File: config.mk
export PLATFORM = sky130hd
export DESIGN_NAME = uart_tx_per
export DESIGN_NICKNAME = d
export VERILOG_FILES = /design/src/rtl/uart_tx_pkg.sv /design/src/rtl/uart_tx_fifo.sv /design/src/rtl/uart_tx_per.sv
export SDC_FILE = /design/constraint.sdc
export NUM_CORES = 1
export LEC_CHECK = 0
export BUFFER_PORTS_ARGS = -buffer_cell sky130_fd_sc_hd__buf_2
export CELL_PAD_IN_SITES_DETAIL_PLACEMENT = 0
export CELL_PAD_IN_SITES_GLOBAL_PLACEMENT = 1
export CORE_ASPECT_RATIO = 0.7
export CORE_UTILIZATION = 30
export DETAILED_ROUTE_END_ITERATION = 8
export PLACE_DENSITY = 0.54
export SYNTH_ARGS = -nofsm -noshare
export SYNTH_HDL_FRONTEND = slang
export SYNTH_SLANG_ARGS = --single-unit
export TNS_END_PERCENT = 10
File: constraint.sdc
create_clock -name mclk -period 2.4 [get_ports mclk]
set_input_delay 0.48 -clock mclk [delete_from_list [all_inputs] [get_ports mclk]]
set_output_delay 0.48 -clock mclk [all_outputs]
set_load 0.02 [all_outputs]
File: src/rtl/uart_tx_pkg.sv
//------------------------------------------------------------------------------
// Module   : uart_tx_pkg
// Brief    : Register map, bit positions and FSM encoding for uart_tx_per.
// Revision : 1.0 - initial release
//------------------------------------------------------------------------------
`default_nettype none

package uart_tx_pkg;

    localparam logic [1:0] c_OFF_TXDATA  = 2'd0;
    localparam logic [1:0] c_OFF_STATUS  = 2'd1;
    localparam logic [1:0] c_OFF_BAUDDIV = 2'd2;
    localparam logic [1:0] c_OFF_CTRL    = 2'd3;

    localparam int c_ST_EMPTY   = 0;
    localparam int c_ST_FULL    = 1;
    localparam int c_ST_BUSY    = 2;
    localparam int c_ST_OVF     = 3;
    localparam int c_ST_CNT_LSB = 4;

    localparam int c_CTRL_TXEN = 0;
    localparam int c_CTRL_IE   = 1;
    localparam int c_CTRL_PAR  = 2;

    typedef enum logic [2:0] {
        ST_IDLE   = 3'd0,
        ST_START  = 3'd1,
        ST_DATA   = 3'd2,
        ST_PARITY = 3'd3,
        ST_STOP   = 3'd4
    } tx_state_t;

    // Even parity: the parity bit makes the total count of ones even.
    function automatic logic even_parity(input logic [7:0] data);
        return ^data;
    endfunction

endpackage

`default_nettype wire

File: src/rtl/uart_tx_fifo.sv
//------------------------------------------------------------------------------
// Module   : uart_tx_fifo
// Brief    : Small synchronous FIFO with combinational head and occupancy count.
// Revision : 1.0 - initial release
//------------------------------------------------------------------------------
`default_nettype none

module uart_tx_fifo #(
    parameter int DEPTH = 4,
    parameter int WIDTH = 8
) (
    input  logic                     mclk,
    input  logic                     puc_rst_n,
    input  logic                     i_push,
    input  logic [WIDTH-1:0]         i_wdata,
    input  logic                     i_pop,
    output logic [WIDTH-1:0]         o_rdata,
    output logic                     o_empty,
    output logic                     o_full,
    output logic [$clog2(DEPTH):0]   o_count
);

    localparam int c_PW = $clog2(DEPTH);
    localparam logic [c_PW:0] c_FULL_CNT = DEPTH[c_PW:0];

    logic [WIDTH-1:0] r_mem [DEPTH];
    logic [c_PW-1:0]  r_wr_ptr;
    logic [c_PW-1:0]  r_rd_ptr;
    logic [c_PW:0]    r_count;
    logic             w_do_push;
    logic             w_do_pop;

    assign w_do_push = i_push && !o_full;
    assign w_do_pop  = i_pop && !o_empty;

    always_ff @(posedge mclk) begin
        if (w_do_push)
            r_mem[r_wr_ptr] <= i_wdata;
    end

    always_ff @(posedge mclk or negedge puc_rst_n) begin
        if (!puc_rst_n) begin
            r_wr_ptr <= '0;
            r_rd_ptr <= '0;
            r_count  <= '0;
        end else begin
            if (w_do_push)
                r_wr_ptr <= r_wr_ptr + 1'b1;
            if (w_do_pop)
                r_rd_ptr <= r_rd_ptr + 1'b1;
            case ({w_do_push, w_do_pop})
                2'b10:   r_count <= r_count + 1'b1;
                2'b01:   r_count <= r_count - 1'b1;
                default: r_count <= r_count;
            endcase
        end
    end

    assign o_rdata = r_mem[r_rd_ptr];
    assign o_empty = (r_count == '0);
    assign o_full  = (r_count == c_FULL_CNT);
    assign o_count = r_count;

endmodule

`default_nettype wire

File: src/rtl/uart_tx_per.sv
//------------------------------------------------------------------------------
// Module   : uart_tx_per
// Brief    : Peripheral-bus UART transmitter (8N1, FIFO-buffered, drain irq).
//            Define UART_TX_PARITY_EN to add an optional even-parity bit.
// Revision : 1.0 - initial release
//------------------------------------------------------------------------------
`default_nettype none

module uart_tx_per
    import uart_tx_pkg::*;
#(
    parameter logic [13:0] BASE_ADDR   = 14'h08c,
    parameter int          FIFO_DEPTH  = 4,
    parameter logic [15:0] DEFAULT_DIV = 16'd433
) (
    input  logic        mclk,
    input  logic        puc_rst_n,
    input  logic [13:0] per_addr,
    input  logic [15:0] per_din,
    input  logic        per_en,
    input  logic [1:0]  per_we,
    output logic [15:0] per_dout,
    output logic        irq,
    input  logic        irqacc,
    output logic        txd
);

    localparam int c_CW = $clog2(FIFO_DEPTH) + 1;

    tx_state_t       r_state;
    logic [15:0]     r_baud_div;
    logic [15:0]     r_baud_cnt;
    logic [7:0]      r_shift;
    logic [2:0]      r_bit_cnt;
    logic            r_txd;
    logic            r_txen;
    logic            r_ie;
    logic            r_ovf;
    logic            r_irq;
`ifdef UART_TX_PARITY_EN
    logic            r_par_en;
    logic            r_parity;
`endif

    logic [13:0]     w_off;
    logic            w_hit;
    logic            w_wr;
    logic            w_rd;
    logic            w_wr_txdata;
    logic            w_push;
    logic            w_drop;
    logic            w_pop;
    logic            w_bit_end;
    logic            w_irq_set;
    logic [7:0]      w_head;
    logic            w_empty;
    logic            w_full;
    logic [c_CW-1:0] w_count;
    logic [15:0]     w_status;
    logic [15:0]     w_ctrl;

    // Subtraction keeps the decode correct for bases that are not 4-aligned.
    assign w_off       = per_addr - BASE_ADDR;
    assign w_hit       = per_en && (w_off[13:2] == 12'd0);
    assign w_wr        = w_hit && (per_we != 2'b00);
    assign w_rd        = w_hit && (per_we == 2'b00);
    assign w_wr_txdata = w_wr && (w_off[1:0] == c_OFF_TXDATA) && per_we[0];
    assign w_push      = w_wr_txdata && !w_full;
    assign w_drop      = w_wr_txdata && w_full;

    assign w_bit_end = (r_baud_cnt == 16'd0);
    assign w_pop     = r_txen && !w_empty &&
                       ((r_state == ST_IDLE) || ((r_state == ST_STOP) && w_bit_end));
    assign w_irq_set = r_ie && w_empty && (r_state == ST_STOP) && w_bit_end;

    uart_tx_fifo #(
        .DEPTH (FIFO_DEPTH),
        .WIDTH (8)
    ) u_fifo (
        .mclk      (mclk),
        .puc_rst_n (puc_rst_n),
        .i_push    (w_push),
        .i_wdata   (per_din[7:0]),
        .i_pop     (w_pop),
        .o_rdata   (w_head),
        .o_empty   (w_empty),
        .o_full    (w_full),
        .o_count   (w_count)
    );

    always_ff @(posedge mclk or negedge puc_rst_n) begin
        if (!puc_rst_n) begin
            r_baud_div <= DEFAULT_DIV;
            r_txen     <= 1'b1;
            r_ie       <= 1'b0;
            r_ovf      <= 1'b0;
`ifdef UART_TX_PARITY_EN
            r_par_en   <= 1'b0;
`endif
        end else begin
            if (w_drop)
                r_ovf <= 1'b1;
            else if (w_wr && (w_off[1:0] == c_OFF_STATUS) && per_we[0] && per_din[3])
                r_ovf <= 1'b0;
            if (w_wr && (w_off[1:0] == c_OFF_BAUDDIV)) begin
                if (per_we[0]) r_baud_div[7:0]  <= per_din[7:0];
                if (per_we[1]) r_baud_div[15:8] <= per_din[15:8];
            end
            if (w_wr && (w_off[1:0] == c_OFF_CTRL) && per_we[0]) begin
                r_txen   <= per_din[c_CTRL_TXEN];
                r_ie     <= per_din[c_CTRL_IE];
`ifdef UART_TX_PARITY_EN
                r_par_en <= per_din[c_CTRL_PAR];
`endif
            end
        end
    end

    always_ff @(posedge mclk or negedge puc_rst_n) begin
        if (!puc_rst_n) begin
            r_state    <= ST_IDLE;
            r_txd      <= 1'b1;
            r_shift    <= 8'h00;
            r_bit_cnt  <= 3'd0;
            r_baud_cnt <= 16'd0;
`ifdef UART_TX_PARITY_EN
            r_parity   <= 1'b0;
`endif
        end else begin
            if ((r_state != ST_IDLE) && !w_bit_end)
                r_baud_cnt <= r_baud_cnt - 16'd1;
            case (r_state)
                ST_IDLE: begin
                    r_txd <= 1'b1;
                    if (w_pop) begin
                        r_shift    <= w_head;
                        r_baud_cnt <= r_baud_div;
                        r_txd      <= 1'b0;
                        r_state    <= ST_START;
`ifdef UART_TX_PARITY_EN
                        r_parity   <= even_parity(w_head);
`endif
                    end
                end
                ST_START: begin
                    if (w_bit_end) begin
                        r_baud_cnt <= r_baud_div;
                        r_txd      <= r_shift[0];
                        r_bit_cnt  <= 3'd0;
                        r_state    <= ST_DATA;
                    end
                end
                ST_DATA: begin
                    if (w_bit_end) begin
                        r_baud_cnt <= r_baud_div;
                        if (r_bit_cnt == 3'd7) begin
                            r_txd   <= 1'b1;
                            r_state <= ST_STOP;
`ifdef UART_TX_PARITY_EN
                            if (r_par_en) begin
                                r_txd   <= r_parity;
                                r_state <= ST_PARITY;
                            end
`endif
                        end else begin
                            r_shift   <= {1'b0, r_shift[7:1]};
                            r_txd     <= r_shift[1];
                            r_bit_cnt <= r_bit_cnt + 3'd1;
                        end
                    end
                end
`ifdef UART_TX_PARITY_EN
                ST_PARITY: begin
                    if (w_bit_end) begin
                        r_baud_cnt <= r_baud_div;
                        r_txd      <= 1'b1;
                        r_state    <= ST_STOP;
                    end
                end
`endif
                ST_STOP: begin
                    if (w_bit_end) begin
                        r_baud_cnt <= r_baud_div;
                        if (w_pop) begin
                            r_shift  <= w_head;
                            r_txd    <= 1'b0;
                            r_state  <= ST_START;
`ifdef UART_TX_PARITY_EN
                            r_parity <= even_parity(w_head);
`endif
                        end else begin
                            r_txd   <= 1'b1;
                            r_state <= ST_IDLE;
                        end
                    end
                end
                default: begin
                    r_txd   <= 1'b1;
                    r_state <= ST_IDLE;
                end
            endcase
        end
    end

    // A new drain event takes priority over a coincident acknowledge.
    always_ff @(posedge mclk or negedge puc_rst_n) begin
        if (!puc_rst_n)
            r_irq <= 1'b0;
        else if (w_irq_set)
            r_irq <= 1'b1;
        else if (irqacc)
            r_irq <= 1'b0;
    end

    always_comb begin
        w_status                     = 16'h0000;
        w_status[c_ST_EMPTY]         = w_empty;
        w_status[c_ST_FULL]          = w_full;
        w_status[c_ST_BUSY]          = (r_state != ST_IDLE);
        w_status[c_ST_OVF]           = r_ovf;
        w_status[c_ST_CNT_LSB +: 3]  = 3'(w_count);
    end

    always_comb begin
        w_ctrl              = 16'h0000;
        w_ctrl[c_CTRL_TXEN] = r_txen;
        w_ctrl[c_CTRL_IE]   = r_ie;
`ifdef UART_TX_PARITY_EN
        w_ctrl[c_CTRL_PAR]  = r_par_en;
`endif
    end

    always_comb begin
        per_dout = 16'h0000;
        if (w_rd) begin
            case (w_off[1:0])
                c_OFF_STATUS:  per_dout = w_status;
                c_OFF_BAUDDIV: per_dout = r_baud_div;
                c_OFF_CTRL:    per_dout = w_ctrl;
                default:       per_dout = 16'h0000;
            endcase
        end
    end

    assign txd = r_txd;
    assign irq = r_irq;

endmodule

`default_nettype wire

==> results of run 1 <==
metal layers:
metal  share of wire  wire length (um)  up-vias  GRT usage
li1                -                 -     1537          -
met1            0.52              5471     1512     0.2169
met2            0.43              4521       51     0.2128
met3           0.038               394        7    0.03070
met4          0.0062                65        0    0.03606
met5               0                 0        -          0
cell type report:
type / instances / share of cell area
clock inverters: 7 / 0.01535
inverters: 13 / 0.008431
well taps: 190 / 0.04107
multi-input cells: 254 / 0.3474
clock buffers: 9 / 0.03891
flip-flops and latches: 90 / 0.4185
repair buffers: 96 / 0.1304
through the flow:
step	power (uW)	cells
final	4609	659
after CTS	4543	654
after floorplan	2601	373
after detailed placement	3039	636
after global placement	3028	636
after global routing	4882	659
power by group:
part	internal [uW]	total (uW)	switching, uW	leakage (uW)
clock	829	1480	646	0.000155
sequential	1770	1920	145	0.00104
combinational	602	1220	614	0.00120
total	3200	4610	1410	0.00239
sequential cells by signal, indices dropped and copies added (netlist names):
signal / flops
r_state: 3
u_fifo.r_rd_ptr: 2
r_baud_div: 16
r_baud_cnt: 16
r_shift: 8
u_fifo.r_wr_ptr: 2
txd: 1
u_fifo.r_mem: 32
r_bit_cnt: 3
irq: 1
r_txen: 1
r_ie: 1
u_fifo.o_count: 3
r_ovf: 1
worst max-delay path, stage by stage:
cell      delay, ns
buf_6          0.09
nor4b_4        0.25
nand4b_1       0.16
or3_4          0.41
nor2b_4        0.16
buf_6          0.13
and2_4         0.14
buf_6          0.11
Yosys cell counts (all sizes together), types with 2 or more instances:
cell,instances,area share
clkbuf,10,0.0086
a22oi,7,0.012
nand4,2,0.0057
nor4,5,0.011
buf,6,0.0068
o21ai,31,0.035
nand4b,2,0.0040
a22o,2,0.0040
nor3,11,0.015
nand2,25,0.021
or3,6,0.0097
or2,2,0.0029
and3,3,0.0043
nor2,24,0.021
edfxtp,32,0.22
or4,3,0.0051
mux4,8,0.041
nor2b,7,0.010
xor2,8,0.016
ha,8,0.023
a211o,2,0.0040
a21oi,9,0.010
mux2i,10,0.023
nand3b,2,0.0034
and2,13,0.019
nor4b,3,0.0060
o22ai,2,0.0043
xnor2,11,0.022
dfrtp,51,0.29
inv,13,0.011
nand2b,4,0.0057
a31oi,2,0.0029
mux2,19,0.049
nand3,18,0.021
dfstp,7,0.042
worst paths after layout:
path / slack (ns) / depth (start not counted) / to / from
max: -0.008 / 8 / per_dout[11] / per_addr[4]
min: 0.13 / 2 / r_shift[3]$_DFFE_PN0P_ / puc_rst_n
min in group mclk: 0.33 / 2 / irq$_DFFE_PN0P_ / irqacc
min reg2reg: 0.48 / 2 / r_shift[4]$_DFFE_PN0P_ / r_shift[4]$_DFFE_PN0P_
max reg2reg: 0.11 / 8 / r_baud_cnt[2]$_DFF_PN0_ / r_baud_cnt[6]$_DFF_PN0_
max in group asynchronous: 1.94 / 2 / r_baud_div[8]$_DFFE_PN1P_ / puc_rst_n
cells by family (layout without fill, tap and decap cells):
logic type / Yosys count / count (layout)
buffers and inverters: 29 / 125
DFF: 90 / 90
and+or+nand+nor: 131 / 131
muxes: 37 / 37
adders and majority gates: 9 / 9
xor gates and xnor gates: 19 / 19
AOI/OAI and AO/OA: 58 / 58
timing repair:
| item | CTS | global route |
|---|---|---|
| gates resized for setup | 15 | 49 |
| hold endpoints to repair | 0 | 0 |
| buffers inserted | 1 | 5 |
| cloned | 1 | 0 |
| pin swaps | 2 | 15 |
| setup endpoints to repair | 10 | 28 |
cell usage in the layout (no fill, tap or decap), types with 7 or more instances in the layout:
cell type  instances
buf_4             42
buf_6             15
inv_1             11
a22oi_1            7
clkbuf_16          9
xor2_1             8
edfxtp_1          32
nand2_1           25
mux4_2             8
xnor2_1           11
nand3_1           18
mux2_2            19
and2_4             9
buf_2             34
dfrtp_1           50
nor2_1            21
a21oi_1            8
mux2i_1           10
dfstp_2            7
o21ai_0           29
==> summary.json, run 1 <==
{
  "cp_data_required_time": {"value": 1.92, "unit": "ns"},
  "die_area": {"value": 0.01512, "unit": "mm^2"},
  "synthMuxAreaShare": {"value": 0.1127},
  "final_slew_violations": {"value": 0},
  "clk_pin_slew_worst_paths": {"value": 0.07, "unit": "ns"},
  "n_fill_cell": {"value": 1339},
  "synth-xor-area-share": {"value": 0.03793},
  "grt_pass1_vias": {"value": 3066},
  "detailroute.via_count": {"value": 3107},
  "cts-root-buf": {"value": "clkbuf_16"},
  "share_of_the_synthesized_area_in_compound_gates_ao_oa_aoi_oai": {"value": 0.07872},
  "fin_setup_tns": {"value": -0.02456, "unit": "ns"},
  "maximum_number_of_pins_on_one_net_before_global_route_repair": {"value": 59},
  "io_buffers": {"value": 53},
  "clock_tree.buffer_depth": {"value": 2},
  "async_reset_ff_frac": {"value": 0.6444},
  "drc_violation_total_after_the_first_tritonroute_iteration": {"value": 151},
  "multi_input_area": {"value": 0.002011, "unit": "mm^2"},
  "ys_warn_count": {"value": 0},
  "die_extent_in_x": {"value": 146.5, "unit": "um"},
  "ctsHoldBuffers": {"value": 0},
  "detailedPlacementHpwl": {"value": 7527, "unit": "um"},
  "post_route_drc_violation_count": {"value": 0},
  "result_of_the_run": {"value": "finished, violations left"},
  "placer_s_final_routability_congestion_estimate": {"value": 0.7539},
  "grt_pass1_wl": {"value": 16560, "unit": "um"},
  "synth-adder-area-share": {"value": 0.02738},
  "timing.critical_path.from_type": {"value": "input port"},
  "share_of_the_yosys_chip_area_belonging_to_registers": {"value": 0.5519},
  "die_height": {"value": 103.2, "unit": "um"},
  "power_density": {"value": 796.3, "unit": "mW/mm^2"},
  "end_kind": {"value": "output port"},
  "number_of_nets_with_antenna_violations_after_routing": {"value": 0},
  "slew_headroom": {"value": 0.5965},
  "worstSkewPairLatency": {"value": 0.34, "unit": "ns"},
  "first_pass_iters": {"value": 4},
  "count_of_endpoints_failing_hold_in_the_final_timing_report": {"value": 0},
  "final.min_clock_period": {"value": 2.408, "unit": "ns"},
  "globalRouteOverflowTotal": {"value": 0},
  "antenna_diode_count": {"value": 0},
  "place_ws": {"value": -0.2123, "unit": "ns"},
  "ctsHtreeMaxLevel": {"value": 3},
  "cp_data_arrival_time": {"value": 1.93, "unit": "ns"},
  "synth_seq_cells": {"value": 90},
  "synth_top_family_by_area": {"value": "simple AND/OR/NAND/NOR gates"},
  "synthCells": {"value": 373},
  "post_synth_num_cell_types": {"value": 44},
  "postPlaceCellArea": {"value": 0.005190, "unit": "mm^2"},
  "max_slew.worst_pin.slew": {"value": 0.6053, "unit": "ns"},
  "layout.core_utilization": {"value": 0.4105},
  "cts-buffers-inserted": {"value": 9},
  "vdd_drop_max": {"value": 0.3401, "unit": "mV"},
  "final_min_period_over_clock_period": {"value": 1.003},
  "total_routed_wirelength": {"value": 10450, "unit": "um"},
  "synth_top_flop_cell": {"value": "dfrtp_1"},
  "fmax": {"value": 415.3, "unit": "MHz"},
  "worst-path-max-fanout": {"value": 5},
  "avgViaCountPerCell": {"value": 4.715},
  "synth_simple_gate_area_frac": {"value": 0.1649},
  "crit_type": {"value": "input port to output port"},
  "fin_skew": {"value": 0.006980, "unit": "ns"},
  "antenna_found_initial": {"value": 0},
  "min_path_type": {"value": "input port to asynchronous set/reset pin"},
  "violated_checks": {"value": "negative setup slack"},
  "postSynthNetCount": {"value": 418},
  "max_cap_violations": {"value": 0},
  "drive_above_1_share": {"value": 0.3945},
  "synth-edff-count": {"value": 32},
  "fin_worst_hold_slack": {"value": 0.1310, "unit": "ns"},
  "setup_ws": {"value": -0.008087, "unit": "ns"},
  "area.sequential": {"value": 0.002422, "unit": "mm^2"},
  "synth.cell_area": {"value": 0.004387, "unit": "mm^2"},
  "tritoncts_clock_tree": {"value": "done"},
  "setup_viol": {"value": 5},
  "num-nets-final": {"value": 509},
  "rsz0062_at_grt": {"value": "yes"},
  "cts.sinks": {"value": 90},
  "flow.area_growth_from_synthesis": {"value": 31.95, "unit": "%"},
  "total_leakage_power": {"value": 0.002392, "unit": "uW"},
  "floorplan.initialDensity": {"value": 0.3111},
  "final_routed_wire_length_divided_by_cell_count": {"value": 15.86, "unit": "um"},
  "final_cell_area": {"value": 0.005788, "unit": "mm^2"},
  "global_route.usage.total": {"value": 0.1450},
  "syn-mean-instance-area": {"value": 11.76, "unit": "um^2"},
  "ios": {"value": 54},
  "fp_rows": {"value": 36},
  "core": {"value": 0.01410, "unit": "mm^2"}
}
No activity file was read; power rests on OpenSTA's default activity.
==> inputs of run 2 (changes only) <==
--- a/config.mk
+++ b/config.mk
@@ -12,6 +12,7 @@
 export CORE_UTILIZATION = 30
 export DETAILED_ROUTE_END_ITERATION = 8
 export PLACE_DENSITY = 0.54
+export REMOVE_ABC_BUFFERS = 1
 export SYNTH_ARGS = -nofsm -noshare
 export SYNTH_HDL_FRONTEND = slang
 export SYNTH_SLANG_ARGS = --single-unit
==> run 2 against run 1 <==
Net effect: the run still ends with negative setup slack left; power increased by 1.2%; sequential power about the same; wire length down 0.80%; design area is 0.91% lower; fmax is 0.79% lower; non-clock buffer count up 3; first-iteration DRC count down 6.0%; global-route usage up 0.30 points; clock skew increased by 0.0013 ns; utilization decreased by 0.37 points; sequential share of layout area grew 0.36 points; critical path type unchanged; largest cell class unchanged.
==> summary.json, run 2 (synthesized netlist as in run 1, its figures left out) <==
{
  "result_of_the_run": {"value": "finished, violations left"},
  "violated_checks": {"value": "negative setup slack"},
  "die_area": {"value": 0.01512, "unit": "mm^2"},
  "ctsHtreeMaxLevel": {"value": 3},
  "final_min_period_over_clock_period": {"value": 1.011},
  "core": {"value": 0.01410, "unit": "mm^2"},
  "tritoncts_clock_tree": {"value": "done"},
  "drc_violation_total_after_the_first_tritonroute_iteration": {"value": 142},
  "detailroute.via_count": {"value": 3096},
  "largest_stage_delay_on_the_critical_path": {"value": 0.37, "unit": "ns"},
  "final.min_clock_period": {"value": 2.427, "unit": "ns"},
  "crit_chain": {"value": "buf_6 -> nor4b_4 -> nand4b_1 -> or3_4 -> nor2b_4 -> buf_6 -> and2_1 -> buf_6"},
  "biggestRegsByFlops": {"value": "u_fifo.r_mem x32, r_baud_cnt x16, r_baud_div x16"},
  "worstSkewPairLatency": {"value": 0.34, "unit": "ns"},
  "area.sequential": {"value": 0.002421, "unit": "mm^2"},
  "antenna_diode_count": {"value": 0},
  "cts.sinks": {"value": 90},
  "die_height": {"value": 103.2, "unit": "um"},
  "cts-buffers-inserted": {"value": 9},
  "fin_skew": {"value": 0.008309, "unit": "ns"},
  "ctsHoldBuffers": {"value": 0},
  "final-instance-count-excl-fill": {"value": 662},
  "most_repeated_library_cell_on_the_critical_path": {"value": "buf_6"},
  "clock_tree.buffer_depth": {"value": 2},
  "n_fill_cell": {"value": 1367},
  "cts-root-buf": {"value": "clkbuf_16"},
  "grt_pass1_wl": {"value": 16800, "unit": "um"},
  "crit_type": {"value": "input port to output port"},
  "max_slew.worst_pin.slew": {"value": 0.6239, "unit": "ns"},
  "final_cell_area": {"value": 0.005736, "unit": "mm^2"},
  "fin_setup_tns": {"value": -0.08657, "unit": "ns"},
  "max_cap_violations": {"value": 0},
  "ios": {"value": 54},
  "avgViaCountPerCell": {"value": 4.677},
  "globalRouteOverflowTotal": {"value": 0},
  "placed_cells_incl_taps": {"value": 644},
  "global_route.usage.total": {"value": 0.1480},
  "total_routed_wirelength": {"value": 10370, "unit": "um"},
  "final_routed_wire_length_divided_by_cell_count": {"value": 15.66, "unit": "um"},
  "vdd_drop_max": {"value": 0.4044, "unit": "mV"},
  "layout.cells.most_common": {"value": "dfrtp_1"},
  "total_leakage_power": {"value": 0.002398, "unit": "uW"},
  "rsz0062_at_grt": {"value": "yes"},
  "count_of_endpoints_failing_hold_in_the_final_timing_report": {"value": 0},
  "floorplan.initialDensity": {"value": 0.3111},
  "placer_s_final_routability_congestion_estimate": {"value": 0.8156},
  "worst-path-max-fanout": {"value": 5},
  "final_slew_violations": {"value": 0},
  "end_kind": {"value": "output port"},
  "cp_data_arrival_time": {"value": 1.95, "unit": "ns"},
  "min_path_type": {"value": "input port to asynchronous set/reset pin"},
  "die_extent_in_x": {"value": 146.5, "unit": "um"},
  "slew_headroom": {"value": 0.5841},
  "io_buffers": {"value": 53},
  "cp_slowest_cell": {"value": "or3_4"},
  "timing.critical_path.from_type": {"value": "input port"},
  "setup_ws": {"value": -0.02728, "unit": "ns"},
  "flow.area_growth_from_synthesis": {"value": 30.75, "unit": "%"},
  "number_of_nets_with_antenna_violations_after_routing": {"value": 0},
  "clk_pin_slew_worst_paths": {"value": 0.06, "unit": "ns"},
  "drive_above_1_share": {"value": 0.3686},
  "power_density": {"value": 813.3, "unit": "mW/mm^2"},
  "total_power": {"value": 4665, "unit": "uW"},
  "largest_register_ffs": {"value": 32},
  "most_used_cells_in_the_layout_excluding_fill_and_tap_cells": {"value": "dfrtp_1 (51), buf_4 (41), buf_2 (39)"},
  "grt_pass1_vias": {"value": 3082},
  "postPlaceCellArea": {"value": 0.005215, "unit": "mm^2"},
  "post_route_drc_violation_count": {"value": 0},
  "largest-register": {"value": "u_fifo.r_mem"},
  "antenna_found_initial": {"value": 0},
  "multi_input_area": {"value": 0.001932, "unit": "mm^2"},
  "maximum_number_of_pins_on_one_net_before_global_route_repair": {"value": 35},
  "fp_rows": {"value": 36},
  "first_pass_iters": {"value": 4},
  "detailedPlacementHpwl": {"value": 7455, "unit": "um"},
  "num-nets-final": {"value": 512},
  "setup_viol": {"value": 5},
  "fmax": {"value": 412.0, "unit": "MHz"},
  "cp_data_required_time": {"value": 1.92, "unit": "ns"}
}
==> run 2: cell count changes in the layout (fill, tap and decap cells not counted), sizes merged <==
cell	delta
clkinv	-4
inv	+1
bufinv	+1
clkbuf	+1
buf	+3
clkinvlp	+1
==> run 2: critical path: cells and delay by family <==
kind | cells | cell delay [ns]
buffers and inverters | 3 | 0.36
and+or+nand+nor | 5 | 1.10
==> run 2: power breakdown <==
part | internal, uW | total (uW) | switching [uW]
Clock | 956 | 1580 | 628
Sequential | 1770 | 1910 | 137
Combinational | 576 | 1170 | 595
Total | 3300 | 4660 | 1360
==> run 2: metrics by stage <==
| step | setup slack (ns) | util | hold WS, ns |
|---|---|---|---|
| 4_1_cts | -0.03565 | 0.4026 | 0.1681 |
| 2_1_floorplan | -0.2760 | - | 0.1844 |
| 3_5_place_dp | -0.2651 | 0.3699 | 0.4733 |
| 3_3_place_gp | -0.2039 | 0.3699 | 0.4642 |
| 6_report | -0.02728 | 0.4068 | 0.1538 |
| 5_1_grt | -0.1358 | 0.4068 | 0.1921 |
==> run 2: timing repair <==
| action | CTS | global route |
|---|---|---|
| pin swaps | 4 | 4 |
| endpoints found under the setup margin | 12 | 13 |
| resized for setup | 29 | 17 |
| setup buffers | 1 | 0 |
| gates cloned | 1 | 0 |
==> run 2: layout make-up <==
class                           instances  area share
Clock buffer                           10     0.04167
Clock inverter                          6     0.01680
Inverter                               13    0.008508
Multi-Input combinational cell        254      0.3368
Sequential cell                        90      0.4221
Tap cell                              190     0.04145
Timing Repair Buffer                   99      0.1326
==> run 2: path summary, 6_finish.rpt <==
| kind | start | slack, ns | endpoint | cells after the start |
|---|---|---|---|---|
| hold / removal | puc_rst_n | 0.15 | r_baud_div[10]$_DFFE_PN0P_ | 1 |
| max in group asynchronous | puc_rst_n | 1.58 | r_baud_div[5]$_DFFE_PN1P_ | 2 |
| setup reg to reg | r_baud_cnt[0]$_DFF_PN0_ | 0.07 | u_fifo.o_count[2]$_DFFE_PN0P_ | 12 |
| hold reg to reg | r_shift[5]$_DFFE_PN0P_ | 0.48 | r_shift[5]$_DFFE_PN0P_ | 2 |
| setup / recovery | per_addr[6] | -0.03 | per_dout[9] | 8 |
| min in group mclk | irqacc | 0.33 | irq$_DFFE_PN0P_ | 2 |
==> run 2: layer usage <==
layer	vias up	global-route usage	wire length, um
li1	1538	-	-
met1	1491	0.2207	5612
met2	63	0.2121	4282
met3	4	0.03904	413
met4	0	0.03606	58
met5	-	0	0
==> inputs of run 3 (changes only) <==
--- a/config.mk
+++ b/config.mk
@@ -12,6 +12,7 @@
 export CORE_UTILIZATION = 30
 export DETAILED_ROUTE_END_ITERATION = 8
 export PLACE_DENSITY = 0.54
+export RECOVER_POWER = 50
 export REMOVE_ABC_BUFFERS = 1
 export SYNTH_ARGS = -nofsm -noshare
 export SYNTH_HDL_FRONTEND = slang
==> run 3 against run 2 <==
Net effect: the flow still finishes with violations (negative setup slack); design area down 0.48%; wire length about the same; first-iteration DRC count shrank 0.70%; combinational power barely moved; sequential power about the same; fmax rose by 0.20%; cell count is the same; via count increased by 0.16%; count of clock-buffer cells in the layout stayed put; critical endpoint unchanged; largest power group unchanged.
==> summary.json, run 3 (synthesized netlist as in run 1, its figures left out) <==
{
  "place_ws": {"value": -0.2651, "unit": "ns"},
  "violated_checks": {"value": "negative setup slack"},
  "core": {"value": 0.01410, "unit": "mm^2"},
  "fmax": {"value": 412.8, "unit": "MHz"},
  "largest-register": {"value": "u_fifo.r_mem"},
  "layout.cells.most_common": {"value": "dfrtp_1"},
  "final_routed_wire_length_divided_by_cell_count": {"value": 15.67, "unit": "um"},
  "floorplan.initialDensity": {"value": 0.3111},
  "tritoncts_clock_tree": {"value": "done"},
  "multi_input_area": {"value": 0.001932, "unit": "mm^2"},
  "detailroute.via_count": {"value": 3101},
  "antenna_found_initial": {"value": 0},
  "antenna_diode_count": {"value": 0},
  "clock_tree.buffer_depth": {"value": 2},
  "fp_rows": {"value": 36},
  "power.clock.fraction": {"value": 0.340},
  "regToRegStartpoint": {"value": "r_baud_cnt[0]$_DFF_PN0_"},
  "area.sequential": {"value": 0.002421, "unit": "mm^2"},
  "number_of_nets_with_antenna_violations_after_routing": {"value": 0},
  "clk_pin_slew_worst_paths": {"value": 0.06, "unit": "ns"},
  "largest_register_ffs": {"value": 32},
  "power_density": {"value": 816.0, "unit": "mW/mm^2"},
  "final-instance-count-excl-fill": {"value": 662},
  "final_min_period_over_clock_period": {"value": 1.009},
  "avgViaCountPerCell": {"value": 4.684},
  "n_fill_cell": {"value": 1362},
  "net-switching-power": {"value": 1358, "unit": "uW"},
  "detailedPlacementHpwl": {"value": 7455, "unit": "um"},
  "timing.critical_path.from_type": {"value": "input port"},
  "final_slew_violations": {"value": 0},
  "cp_data_arrival_time": {"value": 1.94, "unit": "ns"},
  "share_comb_of_total_power": {"value": 0.250},
  "post_route_drc_violation_count": {"value": 0},
  "slew_headroom": {"value": 0.04935},
  "final.min_clock_period": {"value": 2.422, "unit": "ns"},
  "ios": {"value": 54},
  "ctsHtreeMaxLevel": {"value": 3},
  "placed_cells_incl_taps": {"value": 644},
  "placer_s_final_routability_congestion_estimate": {"value": 0.8156},
  "end_kind": {"value": "output port"},
  "flow.area_growth_from_synthesis": {"value": 30.12, "unit": "%"},
  "total_leakage_power": {"value": 0.002364, "unit": "uW"},
  "cts.sinks": {"value": 90},
  "cts-buffers-inserted": {"value": 9},
  "crit_type": {"value": "input port to output port"},
  "critPathLaunch": {"value": "per_addr[6]"},
  "sw_frac_of_total": {"value": 0.2916},
  "max_cap_violations": {"value": 0},
  "num-nets-final": {"value": 512},
  "count_of_endpoints_failing_hold_in_the_final_timing_report": {"value": 0},
  "fin_skew": {"value": 0.007311, "unit": "ns"},
  "io_buffers": {"value": 53},
  "maximum_number_of_pins_on_one_net_before_global_route_repair": {"value": 35},
  "die_height": {"value": 103.2, "unit": "um"},
  "setup_viol": {"value": 7},
  "power.sequential.fraction": {"value": 0.410},
  "max_slew.worst_pin.slew": {"value": 1.426, "unit": "ns"},
  "cts-root-buf": {"value": "clkbuf_16"},
  "startpoint_of_the_worst_hold_path": {"value": "irqacc"},
  "fin_setup_tns": {"value": -0.06728, "unit": "ns"},
  "result_of_the_run": {"value": "finished, violations left"},
  "global_route.usage.total": {"value": 0.1480},
  "power.internal": {"value": 3300, "unit": "uW"},
  "vdd_drop_max": {"value": 0.4065, "unit": "mV"},
  "grt_pass1_wl": {"value": 16800, "unit": "um"},
  "first_pass_iters": {"value": 5},
  "most_used_cells_in_the_layout_excluding_fill_and_tap_cells": {"value": "dfrtp_1 (51), buf_4 (41), edfxtp_1 (32)"},
  "drive_above_1_share": {"value": 0.3475},
  "min_path_type": {"value": "input port to register"},
  "die_extent_in_x": {"value": 146.5, "unit": "um"},
  "globalRouteOverflowTotal": {"value": 0},
  "drc_violation_total_after_the_first_tritonroute_iteration": {"value": 141},
  "worst-path-max-fanout": {"value": 5},
  "grt_pass1_vias": {"value": 3082},
  "setup_ws": {"value": -0.02250, "unit": "ns"},
  "die_area": {"value": 0.01512, "unit": "mm^2"},
  "ctsHoldBuffers": {"value": 0},
  "rsz0062_at_grt": {"value": "yes"},
  "biggestRegsByFlops": {"value": "u_fifo.r_mem x32, r_baud_cnt x16, r_baud_div x16"},
  "worstSkewPairLatency": {"value": 0.34, "unit": "ns"},
  "cp_data_required_time": {"value": 1.92, "unit": "ns"},
  "total_routed_wirelength": {"value": 10370, "unit": "um"}
}
[run 3: changes by cell type in the layout (fill, tap and decap cells not counted)]
cell / delta
clkbuf_2: +1
buf_12: -1
clkbuf_1: +10
buf_2: -10
[run 3: layout make-up]
| cell class | count | share of cell area |
|---|---|---|
| clock buffer | 10 | 0.04187 |
| clock inverter | 6 | 0.01688 |
| inverter | 13 | 0.008549 |
| multi-input combinational | 254 | 0.3384 |
| sequential | 90 | 0.4242 |
| tap | 190 | 0.04165 |
| timing repair buffer | 99 | 0.1285 |
[run 3: repair_timing]
item,4_1_cts,5_1_grt
pin swaps,4,4
gates resized for setup,29,17
buffers inserted,1,0
endpoints found under the hold margin,0,0
setup endpoints to repair,12,13
gates cloned,1,0
[run 3: worst paths after layout]
kind,end,slack (ns),cells after the start
worst max-delay path,per_dout[9],-0.02,8
worst min-delay path,irq$_DFFE_PN0P_,0.33,2
worst max register to register,u_fifo.o_count[2]$_DFFE_PN0P_,0.07,12
worst min register to register,r_shift[5]$_DFFE_PN0P_,0.48,2
max in group asynchronous,u_fifo.r_wr_ptr[1]$_DFFE_PN0P_,0.38,2
min in group asynchronous,r_baud_div[14]$_DFFE_PN0P_,0.46,1
[run 3: stage by stage]
| stage | hold slack [ns] | utilization | total power, uW | instance area, um^2 |
|---|---|---|---|---|
| detailed placement | 0.4733 | 0.3699 | 3074 | 5215 |
| floorplan | 0.1844 | - | 2588 | 4319 |
| finish | 0.3313 | 0.4049 | 4658 | 5708 |
| global route | 0.3275 | 0.4049 | 4941 | 5708 |
| CTS | 0.1681 | 0.4026 | 4691 | 5675 |
| global placement | 0.4642 | 0.3699 | 3061 | 5215 |
[run 3: layer usage]
layer	vias up	wire (um)	GRT usage
li1	1536	-	-
met1	1492	5618	0.2207
met2	66	4246	0.2121
met3	7	415	0.03904
met4	0	91	0.03606
met5	-	0	0
[run 3: power groups by stage]
| stage | logic [uW] | registers, uW | clock network (uW) |
|---|---|---|---|
| global route | 1320 | 1940 | 1690 |
| finish | 1170 | 1910 | 1580 |
| floorplan | 654 | 1930 | 0 |
| CTS | 1160 | 1910 | 1630 |
| detailed placement | 1140 | 1930 | 0 |
| global placement | 1130 | 1930 | 0 |
[run 3: critical path: stages]
cell	delay [ns]
buf_6	0.09
nor4b_4	0.26
nand4b_1	0.15
or3_4	0.37
nor2b_4	0.17
buf_6	0.15
and2_1	0.14
buf_6	0.12
